<file path="src/rtl/multicycle_control_unit_if.sv">
// Control bus between the multicycle RV32I controller (slave) and its datapath/memory (master).
// The controller samples the IR fields and status, and drives every control strobe.
interface multicycle_control_unit_if;
    logic [6:0] opcode;
    logic [2:0] funct_3;
    logic [6:0] funct_7;
    logic       zero;
    logic       mem_ready;
    logic       mem_req;
    logic       mem_write;
    logic       adr_src;
    logic       ir_write;
    logic       pc_write;
    logic       reg_write;
    logic [1:0] result_src;
    logic [1:0] alu_src_a;
    logic [1:0] alu_src_b;
    logic [3:0] alu_ctrl;
    logic [2:0] imm_src;
    logic       instr_retired;
    logic       illegal_instr;
    logic       bus_error;

    modport slave (
        input  opcode, funct_3, funct_7, zero, mem_ready,
        output mem_req, mem_write, adr_src, ir_write, pc_write, reg_write,
               result_src, alu_src_a, alu_src_b, alu_ctrl, imm_src,
               instr_retired, illegal_instr, bus_error
    );

    modport master (
        output opcode, funct_3, funct_7, zero, mem_ready,
        input  mem_req, mem_write, adr_src, ir_write, pc_write, reg_write,
               result_src, alu_src_a, alu_src_b, alu_ctrl, imm_src,
               instr_retired, illegal_instr, bus_error
    );
endinterface

</file>
<file path="src/rtl/multicycle_control_unit.sv">
// RV32I multicycle controller: sequences fetch/decode/execute/memory/writeback over a shared
// wait-stated memory, with a memory-wait timeout and sticky illegal/bus fault flags.
module multicycle_control_unit #(
    parameter int TIMEOUT_CYCLES = 16,
    parameter bit ENABLE_EXT     = 1'b1
) (
    input logic                        clk,
    input logic                        rstn,
    multicycle_control_unit_if.slave   bus
);
    localparam logic [3:0] S_FETCH = 4'd0,  S_DECODE = 4'd1,  S_MEM_ADR = 4'd2, S_MEM_READ = 4'd3,
                           S_MEM_WB = 4'd4, S_MEM_WRITE = 4'd5, S_EXEC_R = 4'd6, S_EXEC_I = 4'd7,
                           S_ALU_WB = 4'd8, S_BRANCH = 4'd9,  S_JAL = 4'd10,    S_LUI = 4'd11,
                           S_FAULT = 4'd12;

    localparam logic [6:0] OP_LOAD = 7'b0000011, OP_STORE = 7'b0100011, OP_R = 7'b0110011,
                           OP_I = 7'b0010011, OP_BRANCH = 7'b1100011, OP_JAL = 7'b1101111,
                           OP_LUI = 7'b0110111;
    localparam logic [6:0] F7_ZERO = 7'b0000000, F7_ALT = 7'b0100000;

    localparam logic [3:0] ALU_ADD = 4'b0000, ALU_SUB = 4'b0001, ALU_AND = 4'b0010, ALU_OR = 4'b0011,
                           ALU_XOR = 4'b0100, ALU_SLT = 4'b0101, ALU_SLTU = 4'b0110, ALU_SLL = 4'b0111,
                           ALU_SRL = 4'b1000, ALU_SRA = 4'b1001;

    localparam int CNT_W = (TIMEOUT_CYCLES > 1) ? $clog2(TIMEOUT_CYCLES) : 1;
    localparam logic [CNT_W-1:0] CNT_LAST = CNT_W'(TIMEOUT_CYCLES - 1);

    logic [3:0]       state_q, state_d;
    logic [CNT_W-1:0] cnt_q, cnt_d;
    logic             illegal_q, illegal_d;
    logic             bus_error_q, bus_error_d;

    logic [2:0] f3;
    logic [6:0] f7;
    logic       is_r, waiting, timeout_hit;
    logic [3:0] alu_op, br_op;
    logic       alu_legal, br_legal, br_neg;

    assign f3          = bus.funct_3;
    assign f7          = bus.funct_7;
    assign is_r        = (bus.opcode == OP_R);
    assign waiting     = (state_q == S_FETCH) || (state_q == S_MEM_READ) || (state_q == S_MEM_WRITE);
    assign timeout_hit = (TIMEOUT_CYCLES != 0) && (cnt_q == CNT_LAST);

    always_comb begin
        alu_op    = ALU_ADD;
        alu_legal = 1'b1;
        case (f3)
            3'b000:  alu_op = (is_r && f7 == F7_ALT) ? ALU_SUB : ALU_ADD;
            3'b001:  alu_op = ALU_SLL;
            3'b010:  alu_op = ALU_SLT;
            3'b011:  alu_op = ALU_SLTU;
            3'b100:  alu_op = ALU_XOR;
            3'b101:  alu_op = (f7 == F7_ALT) ? ALU_SRA : ALU_SRL;
            3'b110:  alu_op = ALU_OR;
            default: alu_op = ALU_AND;
        endcase
        // I-type only constrains funct7 on the shift encodings, whose upper bits alias it.
        if (is_r)
            alu_legal = (f7 == F7_ZERO) || (f7 == F7_ALT && (f3 == 3'b000 || f3 == 3'b101));
        else if (f3 == 3'b001)
            alu_legal = (f7 == F7_ZERO);
        else if (f3 == 3'b101)
            alu_legal = (f7 == F7_ZERO) || (f7 == F7_ALT);
        if (!ENABLE_EXT && (f3 == 3'b001 || f3 == 3'b011 || f3 == 3'b100 || f3 == 3'b101))
            alu_legal = 1'b0;
    end

    always_comb begin
        br_op    = ALU_SUB;
        br_neg   = 1'b0;
        br_legal = 1'b1;
        case (f3)
            3'b000:  begin br_op = ALU_SUB;  br_neg = 1'b0; end
            3'b001:  begin br_op = ALU_SUB;  br_neg = 1'b1; end
            3'b100:  begin br_op = ALU_SLT;  br_neg = 1'b1; end
            3'b101:  begin br_op = ALU_SLT;  br_neg = 1'b0; end
            3'b110:  begin br_op = ALU_SLTU; br_neg = 1'b1; br_legal = ENABLE_EXT; end
            3'b111:  begin br_op = ALU_SLTU; br_neg = 1'b0; br_legal = ENABLE_EXT; end
            default: br_legal = 1'b0;
        endcase
    end

    always_comb begin
        state_d         = state_q;
        illegal_d       = illegal_q;
        bus_error_d     = bus_error_q;
        bus.mem_req     = 1'b0;
        bus.mem_write   = 1'b0;
        bus.adr_src     = 1'b0;
        bus.ir_write    = 1'b0;
        bus.pc_write    = 1'b0;
        bus.reg_write   = 1'b0;
        bus.result_src  = 2'b00;
        bus.alu_src_a   = 2'b00;
        bus.alu_src_b   = 2'b00;
        bus.alu_ctrl    = ALU_ADD;
        bus.imm_src     = 3'b000;
        if (rstn) begin
            case (state_q)
                S_FETCH: begin
                    bus.mem_req    = 1'b1;
                    bus.alu_src_b  = 2'b10;
                    bus.result_src = 2'b10;
                    if (bus.mem_ready) begin
                        bus.ir_write = 1'b1;
                        bus.pc_write = 1'b1;
                        state_d      = S_DECODE;
                    end else if (timeout_hit) begin
                        state_d     = S_FAULT;
                        bus_error_d = 1'b1;
                    end
                end
                S_DECODE: begin
                    bus.alu_src_a = 2'b01;
                    bus.alu_src_b = 2'b01;
                    case (bus.opcode)
                        OP_LOAD:   state_d = S_MEM_ADR;
                        OP_STORE:  begin bus.imm_src = 3'b001; state_d = S_MEM_ADR; end
                        OP_R:      state_d = alu_legal ? S_EXEC_R : S_FAULT;
                        OP_I:      state_d = alu_legal ? S_EXEC_I : S_FAULT;
                        OP_BRANCH: begin bus.imm_src = 3'b010; state_d = br_legal ? S_BRANCH : S_FAULT; end
                        OP_JAL:    begin bus.imm_src = 3'b011; state_d = S_JAL; end
                        OP_LUI:    begin bus.imm_src = 3'b100; state_d = S_LUI; end
                        default:   state_d = S_FAULT;
                    endcase
                    if (state_d == S_FAULT)
                        illegal_d = 1'b1;
                end
                S_MEM_ADR: begin
                    bus.alu_src_a = 2'b10;
                    bus.alu_src_b = 2'b01;
                    if (f3 != 3'b010) begin
                        state_d   = S_FAULT;
                        illegal_d = 1'b1;
                    end else begin
                        state_d = (bus.opcode == OP_STORE) ? S_MEM_WRITE : S_MEM_READ;
                    end
                end
                S_MEM_READ, S_MEM_WRITE: begin
                    bus.mem_req   = 1'b1;
                    bus.adr_src   = 1'b1;
                    bus.mem_write = (state_q == S_MEM_WRITE);
                    if (bus.mem_ready) begin
                        state_d = (state_q == S_MEM_WRITE) ? S_FETCH : S_MEM_WB;
                    end else if (timeout_hit) begin
                        state_d     = S_FAULT;
                        bus_error_d = 1'b1;
                    end
                end
                S_MEM_WB: begin
                    bus.result_src = 2'b01;
                    bus.reg_write  = 1'b1;
                    state_d        = S_FETCH;
                end
                S_EXEC_R, S_EXEC_I: begin
                    bus.alu_src_a = 2'b10;
                    bus.alu_src_b = (state_q == S_EXEC_I) ? 2'b01 : 2'b00;
                    bus.alu_ctrl  = alu_op;
                    state_d       = S_ALU_WB;
                end
                S_ALU_WB: begin
                    bus.reg_write = 1'b1;
                    state_d       = S_FETCH;
                end
                S_BRANCH: begin
                    bus.alu_src_a = 2'b10;
                    bus.alu_ctrl  = br_op;
                    bus.pc_write  = br_neg ? ~bus.zero : bus.zero;
                    state_d       = S_FETCH;
                end
                S_JAL: begin
                    bus.alu_src_a = 2'b01;
                    bus.alu_src_b = 2'b10;
                    bus.pc_write  = 1'b1;
                    state_d       = S_ALU_WB;
                end
                S_LUI: begin
                    bus.alu_src_a = 2'b11;
                    bus.alu_src_b = 2'b01;
                    bus.imm_src   = 3'b100;
                    state_d       = S_ALU_WB;
                end
                S_FAULT: state_d = S_FAULT;
                default: state_d = S_FETCH;
            endcase
        end
        bus.instr_retired = rstn && (state_q != S_FETCH) && (state_q != S_FAULT) && (state_d == S_FETCH);
        bus.illegal_instr = rstn && illegal_q;
        bus.bus_error     = rstn && bus_error_q;
    end

    // The wait counter only measures one uninterrupted stall, so any state change restarts it.
    always_comb begin
        cnt_d = cnt_q;
        if (state_d != state_q)
            cnt_d = '0;
        else if (waiting && !bus.mem_ready)
            cnt_d = cnt_q + 1'b1;
    end

    always_ff @(posedge clk) begin
        if (!rstn) begin
            state_q     <= S_FETCH;
            cnt_q       <= '0;
            illegal_q   <= 1'b0;
            bus_error_q <= 1'b0;
        end else begin
            state_q     <= state_d;
            cnt_q       <= cnt_d;
            illegal_q   <= illegal_d;
            bus_error_q <= bus_error_d;
        end
    end
endmodule
</file>
<file path="src/flat_wrapper.sv">
// flat-port wrapper written by rule: the top's interface ports become plain ports
module multicycle_control_unit_flat 
#(
    parameter int TIMEOUT_CYCLES = 16,
    parameter bit ENABLE_EXT     = 1'b1
)
  (clk, rstn, bus_opcode, bus_funct_3, bus_funct_7, bus_zero, bus_mem_ready, bus_mem_req, bus_mem_write, bus_adr_src, bus_ir_write, bus_pc_write, bus_reg_write, bus_result_src, bus_alu_src_a, bus_alu_src_b, bus_alu_ctrl, bus_imm_src, bus_instr_retired, bus_illegal_instr, bus_bus_error);
  multicycle_control_unit_if bus_i ();
  input logic clk;
  input logic rstn;
  input wire logic [$bits(bus_i.opcode)-1:0] bus_opcode;
  input wire logic [$bits(bus_i.funct_3)-1:0] bus_funct_3;
  input wire logic [$bits(bus_i.funct_7)-1:0] bus_funct_7;
  input wire logic [$bits(bus_i.zero)-1:0] bus_zero;
  input wire logic [$bits(bus_i.mem_ready)-1:0] bus_mem_ready;
  output wire logic [$bits(bus_i.mem_req)-1:0] bus_mem_req;
  output wire logic [$bits(bus_i.mem_write)-1:0] bus_mem_write;
  output wire logic [$bits(bus_i.adr_src)-1:0] bus_adr_src;
  output wire logic [$bits(bus_i.ir_write)-1:0] bus_ir_write;
  output wire logic [$bits(bus_i.pc_write)-1:0] bus_pc_write;
  output wire logic [$bits(bus_i.reg_write)-1:0] bus_reg_write;
  output wire logic [$bits(bus_i.result_src)-1:0] bus_result_src;
  output wire logic [$bits(bus_i.alu_src_a)-1:0] bus_alu_src_a;
  output wire logic [$bits(bus_i.alu_src_b)-1:0] bus_alu_src_b;
  output wire logic [$bits(bus_i.alu_ctrl)-1:0] bus_alu_ctrl;
  output wire logic [$bits(bus_i.imm_src)-1:0] bus_imm_src;
  output wire logic [$bits(bus_i.instr_retired)-1:0] bus_instr_retired;
  output wire logic [$bits(bus_i.illegal_instr)-1:0] bus_illegal_instr;
  output wire logic [$bits(bus_i.bus_error)-1:0] bus_bus_error;
  assign bus_i.opcode = bus_opcode;
  assign bus_i.funct_3 = bus_funct_3;
  assign bus_i.funct_7 = bus_funct_7;
  assign bus_i.zero = bus_zero;
  assign bus_i.mem_ready = bus_mem_ready;
  assign bus_mem_req = bus_i.mem_req;
  assign bus_mem_write = bus_i.mem_write;
  assign bus_adr_src = bus_i.adr_src;
  assign bus_ir_write = bus_i.ir_write;
  assign bus_pc_write = bus_i.pc_write;
  assign bus_reg_write = bus_i.reg_write;
  assign bus_result_src = bus_i.result_src;
  assign bus_alu_src_a = bus_i.alu_src_a;
  assign bus_alu_src_b = bus_i.alu_src_b;
  assign bus_alu_ctrl = bus_i.alu_ctrl;
  assign bus_imm_src = bus_i.imm_src;
  assign bus_instr_retired = bus_i.instr_retired;
  assign bus_illegal_instr = bus_i.illegal_instr;
  assign bus_bus_error = bus_i.bus_error;
  multicycle_control_unit #(.TIMEOUT_CYCLES(TIMEOUT_CYCLES), .ENABLE_EXT(ENABLE_EXT)) u_core (.clk(clk), .rstn(rstn), .bus(bus_i));
endmodule
</file>
<file path="config.mk">
export PLATFORM = sky130hd
export DESIGN_NAME = multicycle_control_unit_flat
export DESIGN_NICKNAME = d
export VERILOG_FILES = /design/src/rtl/multicycle_control_unit_if.sv /design/src/rtl/multicycle_control_unit.sv /design/src/flat_wrapper.sv
export SDC_FILE = /design/constraint.sdc
export NUM_CORES = 1
export LEC_CHECK = 0
export BUFFER_PORTS_ARGS = -buffer_cell sky130_fd_sc_hd__buf_2
export CAP_MARGIN = 20
export CORE_MARGIN = 5
export CORE_UTILIZATION = 45
export CTS_CLUSTER_DIAMETER = 40
export DETAILED_ROUTE_END_ITERATION = 10
export PLACE_DENSITY = 0.71
export REMOVE_ABC_BUFFERS = 1
export SETUP_SLACK_MARGIN = 0.2
export SLEW_MARGIN = 10
export SYNTH_ARGS = -nofsm -noshare
export SYNTH_HDL_FRONTEND = slang
export SYNTH_SLANG_ARGS = --single-unit
</file>
<file path="constraint.sdc">
create_clock -name clk -period 2.9 [get_ports clk]
set_clock_uncertainty 0.1 [all_clocks]
set_input_delay 0.435 -clock clk [delete_from_list [all_inputs] [get_ports clk]]
set_output_delay 0.435 -clock clk [all_outputs]
set_load 0.02 [all_outputs]
</file>
; ---- Yosys cells after proc, flatten, opt, wreduce, memory -nomap -nowiden
; Index checks and enable logic that the tools add are counted.
[totals]
ramBits = 0
n_memories = 0
latch_bits = 0
inputBits = 21
output_inout_bits = 22
wordCells = 131
register_bits = 10
romBits = 0
[classes]
magnitude_cmp = 0
bitwise = 3
n_mux = 52
n_eq_ne = 34
reduce_logical = 37
addsub = 1
n_mul = 0
n_div = 0
shifts = 0
[ops]
columns = cell, count
row1 = 4-bit case mux with 6 select lines, 2
row2 = 4-bit two-way mux, 10
row3 = 4-bit equality test (second input constant), 7
row4 = 7-bit by 6-bit equality test with 1-bit output (second input constant), 4
row5 = 4-bit case mux with 7 select lines, 1
row6 = 1-bit two-way mux, 23
row7 = 2-bit OR reduction, 9
row8 = 4-bit by 3-bit equality test with 1-bit output (second input constant), 4
row9 = 7-bit equality test (second input constant), 2
row10 = 3-bit equality test (second input constant), 4
row11 = 3-bit two-way mux, 4
row12 = 2-bit case mux with 3 select lines, 2
row13 = 3-bit case mux with 2 select lines, 2
row14 = 3-bit case mux with 4 select lines, 1
row15 = 3-bit OR reduction, 3
row16 = 4-bit by 2-bit equality test with 1-bit output (second input constant), 2
row17 = 1-bit logical AND, 8
row18 = 4-bit zero test, 2
row19 = 4-bit case mux with 2 select lines, 1
row20 = 4-bit OR reduction, 2
row21 = 7-bit by 2-bit equality test with 1-bit output (second input constant), 1
row22 = 7-bit by 5-bit equality test with 1-bit output (second input constant), 1
row23 = 7-bit zero test, 1
row24 = 3-bit by 2-bit equality test with 1-bit output (second input constant), 2
row25 = 19 further kinds, 29

; ---- Longest topological paths before layout
; Gate-level depths: netlist of the first run.
[depth]
word_depth = 13
ltp_mapped = 9
mapped_depth_nobuf = 8

; ---- Worst setup path after synthesis of the first run
; Ideal clock, no wire load.
[synth_path]
path_kind = input port to output port
from = input bus_opcode[2]
to = output bus_instr_retired
path_buffers = 1
path_slack_ps = 137
t_required_ps = 2365
path_stages = 7
arrival_time_ps = 2228
path_cell_list = buf_2 > or3_1 > a311oi_1 > a21oi_1 > or2_1 > a21o_1 > nor4_2
[synth_between]
elab_chain_len = 10
elab_cells_between_ends = 20
classes_between = eq/ne (7) / mux (10) / reduce/logical (3)
[synth_rtl]
columns = item, line
row1 = "start, declared", flat_wrapper.sv:11  ; input wire logic [$bits(bus_i.opcode)-1:0] bus_opcode;
row2 = 7-bit by 6-bit equality test with 1-bit output, "multicycle_control_unit.sv:41, multicycle_control_unit.sv:117"
row3 = 1-bit two-way mux, multicycle_control_unit.sv:59  ; if (is_r)
row4 = 4-bit two-way mux (on tied branches), "multicycle_control_unit.sv:121, multicycle_control_unit.sv:120"
row5 = 4-bit case mux with 6 select lines, multicycle_control_unit.sv:117  ; case (bus.opcode)
row6 = 4-bit two-way mux, multicycle_control_unit.sv:100  ; case (state_q)
row7 = 4-bit two-way mux, multicycle_control_unit.sv:99  ; if (rstn) begin
row8 = 4-bit case mux with 6 select lines (*), multicycle_control_unit.sv:100
row9 = 4-bit two-way mux (*), multicycle_control_unit.sv:99
row10 = 4-bit zero test (*), multicycle_control_unit.sv:188  ; bus.instr_retired = rstn && (state_q != S_FETCH) && (state_q != S_FAULT) && (state_d == S_FETCH);
row11 = 1-bit logical AND (*), multicycle_control_unit.sv:188
row12 = "end, declared", flat_wrapper.sv:27  ; output wire logic [$bits(bus_i.instr_retired)-1:0] bus_instr_retired;
; Mark *: on every way between the ends. The rest lies on a longest branch, timed or not. The select of a mux whose other input is x is not followed.

; ---- Worst setup path after layout of the first run
[layout_path]
from = input bus_funct_7[2]
to = output bus_instr_retired
[layout_between]
elab_chain_len = 13
elab_cells_between_ends = 17
classes_between = eq/ne (1) / mux (10) / reduce/logical (6)
[layout_rtl]
columns = item, line
row1 = "start, declared", flat_wrapper.sv:13  ; input wire logic [$bits(bus_i.funct_7)-1:0] bus_funct_7;
row2 = 7-bit by 6-bit equality test with 1-bit output or 7-bit zero test (tied branches), "multicycle_control_unit.sv:60, multicycle_control_unit.sv:64, multicycle_control_unit.sv:62"
row3 = 1-bit logical OR, multicycle_control_unit.sv:64  ; alu_legal = (f7 == F7_ZERO) || (f7 == F7_ALT);
row4 = 1-bit two-way mux, multicycle_control_unit.sv:63  ; else if (f3 == 3'b101)
row5 = 1-bit two-way mux, multicycle_control_unit.sv:61  ; else if (f3 == 3'b001)
row6 = 1-bit two-way mux (*), multicycle_control_unit.sv:59
row7 = 4-bit two-way mux (on tied branches), "multicycle_control_unit.sv:121, multicycle_control_unit.sv:120"
row8 = 4-bit case mux with 6 select lines (*), multicycle_control_unit.sv:117
row9 = 4-bit two-way mux (*), multicycle_control_unit.sv:100
row10 = 4-bit two-way mux (*), multicycle_control_unit.sv:99
row11 = 4-bit case mux with 6 select lines (*), multicycle_control_unit.sv:100
row12 = 4-bit two-way mux (*), multicycle_control_unit.sv:99
row13 = 4-bit zero test (*), multicycle_control_unit.sv:188
row14 = 1-bit logical AND (*), multicycle_control_unit.sv:188
; Marked as above.

==> results.py, run 1 <==
metrics = {
    "detailed_routing": {
        "via_count": 1794,
        "drtIter0Drc": 105,
        "drc": 0,
        "antenna_left": 0,
        "wire_per_inst_um": 14.3,
        "drt_wl_total_mm": 4.50,
        "firstDrtPassIters": 4,
        "via_per_inst": 5.71,
    },
    "timing": {
        "finalSetupViolations": 0,
        "whs_ns": 0.372,
        "period_share_pct": 93.2,
        "min_period_ns": 2.70,
        "finalHoldViolations": 0,
        "slew_headroom_pct": 73.1,
        "rsz0062_at_grt": "yes",
        "setup_ws_ns": 0.197,
        "fmax_ghz": 0.370,
        "setup_tns_ns": 0,
        "maxSlewViolCount": 0,
        "worst_pin_slew_ns": 0.402,
    },
    "layout": {
        "syn2layout_area_growth_pct": 33.2,
        "drive_above_1_share_pct": 34.8,
        "antenna_cells": 0,
        "final_common_cell": "buf_2",
        "nFillCells": 312,
        "fin_nets": 293,
        "final_cell_mix": "38 x buf_2, 25 x buf_4, 22 x nor2_1",
        "fin_cells": 314,
    },
    "worst_setup_path": {
        "path_max_fanout": 2,
        "r2r_end": "u_core.cnt_q[3]",
        "cp.arrival_ns": 2.17,
        "cp-endpoint": "bus_instr_retired",
        "r2r-start": "u_core.state_q[1]",
        "worstSetupEndpointType": "primary output",
        "rrSetupSlack_ns": 0.67,
        "reg2regPathDepth": 8,
        "required_ns": 2.37,
        "worstSetupStartpoint": "bus_funct_7[2]",
        "cp-start-kind": "primary input",
        "crit_type": "in2out",
    },
    "yosys": {
        "synth_edf_count": 0,
        "synth.cell_area_um2": 1470,
        "synth_warnings": 0,
        "syn_inst": 218,
        "yosysSeqAreaShare_pct": 13.6,
        "synthDistinctLibCells": 63,
        "ys_seq_elements": 10,
        "ys.flop_type": "dfxtp_1",
        "avgSynthCellArea_um2": 6.76,
        "synthArstFlopShare_pct": 0,
    },
    "pwr": {
        "peakVddDrop_uv": 246,
        "p_leak_uw": 0.000852,
        "powerDensity_nw_per_um2": 294,
        "power.total_uw": 576,
    },
    "clock_network": {
        "cts.reportedPaths.clkPinSlew_ns": 0.07,
        "clk_latency_ns": 0.26,
        "clock_tree.buffer_depth": 2,
        "h-tree-depth": 1,
        "cts-root-buf": "clkbuf_4",
        "clock-sinks": 10,
        "cts_buffers": 3,
        "tritoncts": "yes",
    },
    "floorplanning": {
        "dieWidth_um": 67.2,
        "coreArea_um2": 3100,
        "io-pin-count": 43,
        "rows": 20,
        "start_util_pct": 47.5,
        "dieArea_um2": 4520,
        "die_h_um": 67.2,
    },
    "placement": {
        "dp_hpwl_mm": 3.30,
        "portBuffers": 42,
        "dp_cells": 304,
        "post-place-ws_ns": 0.0763,
        "place_congestion": 0.901,
    },
    "global_routing": {
        "grt-ovfl-total": 0,
        "grtUsageTotal_pct": 21.0,
        "grt_max_degree": 15,
        "antenna_found_initial": 0,
        "grt_pass1_vias": 1673,
        "grt_pass1_wl_mm": 7.55,
    },
    "hold_path": {
        "min_path_type": "reg2reg",
    },
    "status": {
        "status": "complete, no violations",
    },
    "run": {
        "max_cap_viol_count": 0,
    },
}
==> worst max-delay path, cell delays in order <==
cell      delay (ns)
buf_6           0.10
nor4_4          0.28
a31oi_2         0.16
a311oi_2        0.28
a21oi_2         0.09
or2_1           0.24
a21o_1          0.17
nor4_2          0.23
buf_4           0.18
==> metrics by stage <==
stage	area (um2)	util (%)
after floorplan	1390	-
after global placement	1780	57.3
after detailed placement	1780	57.3
after CTS	1950	62.9
after global routing	1960	63.2
final	1960	63.2
==> synthesized netlist by cell type (3+ instances only) <==
cell      instances  area share [%]
a21o_1            3             1.5
and3_1            7             3.0
o31ai_1           3             1.5
and2_1            6             2.5
nor3_1            7             2.4
o22ai_1           3             1.3
dfxtp_1          10              14
nor4_1            3             1.3
a31oi_1           3             1.3
nand2b_1          8             3.4
nand3b_1          3             1.5
a21oi_1          11             3.7
buf_2            12             4.1
o21a_1            3             1.5
nor2_1           22             5.6
nand2_1          20             5.1
inv_1             5             1.3
nand3_1           7             2.4
nor2b_1           5             2.1
or2_1             3             1.3
xor2_1            7             4.2
o21ai_0          13             4.4
or3_1             3             1.3
mux2i_1           4             2.7
==> sequential cells by signal (all words and copies together), names as in the netlist <==
register,flops
u_core.state_q,4
u_core.bus_error_q,1
u_core.cnt_q,4
u_core.illegal_q,1
==> final cells by class <==
type | instances | area, um2 | area share (%)
multi-input combinational | 186 | 1230 | 62.9
inverter | 5 | 22.5 | 1.15
clock buffer | 4 | 36.3 | 1.85
timing repair buffer | 65 | 400 | 20.4
sequential | 10 | 213 | 10.8
tap | 44 | 55.1 | 2.81
==> metal layers <==
layer	part of all wire, %	up-vias	track usage, %
met5	0	-	0
met4	0.82	0	4.56
met3	5.9	4	3.49
met2	46	63	33.5
met1	47	818	29.4
li1	-	909	-
==> report_power, final <==
part	total, uW	switching (uW)	internal [uW]	leakage (uW)
sequential	161	14.9	146	0.0000839
combinational	291	162	129	0.000747
clock	124	47.8	76.2	0.0000210
==> repair_timing <==
action                     4_1_cts  5_1_grt
gates cloned                     0        0
setup endpoints to repair        1        1
gates resized for setup         23        3
pin swaps                       11        0
hold buffers                     0        0
buffers inserted                 6        0
==> kinds of logic after synthesis <==
group | Yosys count | share of synthesized area (%)
AND/OR/NAND/NOR | 108 | 39.8
XOR/XNOR | 9 | 5.35
buffers and inverters | 22 | 7.14
multiplexers | 5 | 3.48
adder cells (fa/ha/maj) | 1 | 0.849
flip-flops | 10 | 13.6
AO/OA/AOI/OAI | 63 | 29.8
==> worst min-delay path by stage <==
stage,startpoint,end,slack (ns),cells after the start
after floorplan,u_core.illegal_q,u_core.illegal_q,0.33,1
after global placement,u_core.illegal_q,u_core.illegal_q,0.34,1
after detailed placement,u_core.illegal_q,u_core.illegal_q,0.35,1
after CTS,u_core.illegal_q,u_core.illegal_q,0.37,1
after global routing,u_core.illegal_q,u_core.illegal_q,0.40,1
final,u_core.illegal_q,u_core.illegal_q,0.37,1
(Power assumes the default switching activity.)
==> run 2, diff against run 1 <==
Settings changed: CORE_MARGIN 5 to 2, CTS_BUF_LIST from default to sky130_fd_sc_hd__clkbuf_4 sky130_fd_sc_hd__clkbuf_8.
==> results.py, run 2 (same netlist as run 1, synthesis figures left out) <==
metrics = {
    "status": {
        "status": "complete, no violations",
    },
    "floorplanning": {
        "dieWidth_um": 61.2,
        "die_h_um": 61.2,
        "rows": 20,
        "start_util_pct": 47.8,
        "io-pin-count": 43,
        "dieArea_um2": 3750,
        "coreArea_um2": 3080,
    },
    "timing": {
        "maxSlewViolCount": 0,
        "finalSetupViolations": 0,
        "rsz0062_at_grt": "yes",
        "slew_headroom_pct": 72.1,
        "whs_ns": 0.359,
        "min_period_ns": 2.74,
        "setup_tns_ns": 0,
        "period_share_pct": 94.4,
        "fmax_ghz": 0.365,
        "setup_ws_ns": 0.162,
        "worst_pin_slew_ns": 0.415,
        "finalHoldViolations": 0,
    },
    "layout": {
        "drive_above_1_share_pct": 39.1,
        "fin_nets": 299,
        "antenna_cells": 0,
        "reg_top3": "u_core.cnt_q (4), u_core.state_q (4)",
        "syn2layout_area_growth_pct": 40.2,
        "final_common_cell": "buf_2",
        "nFillCells": 269,
        "final_cell_mix": "38 x buf_2, 28 x buf_4, 22 x nor2_1",
    },
    "clock_network": {
        "cts_buffers": 3,
        "tritoncts": "yes",
        "clock_tree.buffer_depth": 2,
        "clock-sinks": 10,
        "clk_latency_ns": 0.26,
        "cts.reportedPaths.clkPinSlew_ns": 0.06,
        "cts-root-buf": "clkbuf_4",
        "h-tree-depth": 1,
        "cts-hold-fix-buffers": 0,
    },
    "worst_setup_path": {
        "worstSetupEndpointType": "primary output",
        "reg2regPathDepth": 8,
        "cp.arrival_ns": 2.20,
        "crit_type": "in2out",
        "cp_slowest_stage_delay_ns": 0.41,
        "cp_cell_sequence": "buf_2, or3b_4, a31oi_4, o31a_1, nor3_1, a211o_1, a21o_1, nor4_2, buf_4",
        "cp_num_buf_inv": 2,
        "cp_top_family": "compound AO/OA/AOI/OAI gates",
        "required_ns": 2.37,
        "crit_cells": 9,
        "critPathSlowestCell": "or3b_4",
        "path_max_fanout": 2,
        "cp-start-kind": "primary input",
    },
    "run": {
        "max_cap_viol_count": 0,
    },
    "detailed_routing": {
        "drc": 0,
        "antenna_left": 0,
        "drtIter0Drc": 107,
        "via_count": 1863,
        "drt_wl_total_mm": 4.55,
        "via_per_inst": 5.82,
        "wire_per_inst_um": 14.2,
        "firstDrtPassIters": 4,
    },
    "pwr": {
        "power.total_uw": 591,
        "powerDensity_nw_per_um2": 286,
        "switching_share_pct": 39.4,
        "seqPwrFrac_pct": 27.5,
        "p_leak_uw": 0.000895,
        "peakVddDrop_uv": 180,
        "intPower_uw": 358,
        "clkPwrFrac_pct": 20.7,
        "p_comb_share_pct": 51.8,
        "power.switching_uw": 233,
    },
    "hold_path": {
        "whs_path_depth": 1,
        "min_path_type": "reg2reg",
    },
    "placement": {
        "portBuffers": 42,
        "dp_hpwl_mm": 3.16,
        "post-place-ws_ns": 0.0387,
        "place_congestion": 0.906,
    },
    "global_routing": {
        "grt_pass1_vias": 1603,
        "antenna_found_initial": 0,
        "grtUsageTotal_pct": 24.0,
        "grt-ovfl-total": 0,
        "grt_max_degree": 14,
        "grt_pass1_wl_mm": 6.98,
    },
}
[run 2: cell count changes in the layout (fill, tap and decap cells not counted), sizes merged]
cell	change
buf	+6
clkinvlp	-1
inv	+1
[run 2: area by class of cell]
type                            instances  area [um2]  share of cell area, %
Clock buffer                            4        36.3                   1.76
Sequential cell                        10         211                   10.2
Tap cell                               44        55.1                   2.67
Inverter                                5        18.8                  0.909
Timing Repair Buffer                   71         457                   22.1
Multi-Input combinational cell        186        1290                   62.3
[run 2: power by group through the flow]
| stage | combinational (uW) | clock (uW) | sequential [uW] |
|---|---|---|---|
| floorplan | 150 | 0 | 167 |
| global placement | 262 | 0 | 163 |
| detailed placement | 262 | 0 | 163 |
| CTS | 279 | 126 | 160 |
| global route | 331 | 134 | 164 |
| finish | 306 | 122 | 163 |
[run 2: path summary, 6_finish.rpt]
kind                  endpoint               from  slack (ns)
max          bus_instr_retired     bus_funct_3[0]        0.16
min           u_core.illegal_q   u_core.illegal_q        0.36
max reg2reg    u_core.cnt_q[0]  u_core.state_q[2]        0.78
min reg2reg   u_core.illegal_q   u_core.illegal_q        0.36
[run 2: through the flow]
stage,cell area [um2],util (%),instances
floorplan,1390,-,201
global placement,1800,58.5,307
detailed placement,1800,58.5,307
CTS,1980,64.2,317
global route,2060,67.1,320
finish,2060,67.1,320
[run 2: metal layers]
metal / vias to the layer above / GRT usage, % / wire length [um]
met5: - / 0 / 0
met4: 0 / 5.28 / 29
met3: 4 / 4.41 / 306
met2: 75 / 39.4 / 2190
met1: 866 / 32.7 / 2020
li1: 918 / - / -
[run 2: repair_timing]
action | in CTS | in global routing
pin swaps | 11 | 8
buffers inserted | 6 | 3
setup endpoints to repair | 1 | 1
gates resized for setup | 23 | 17
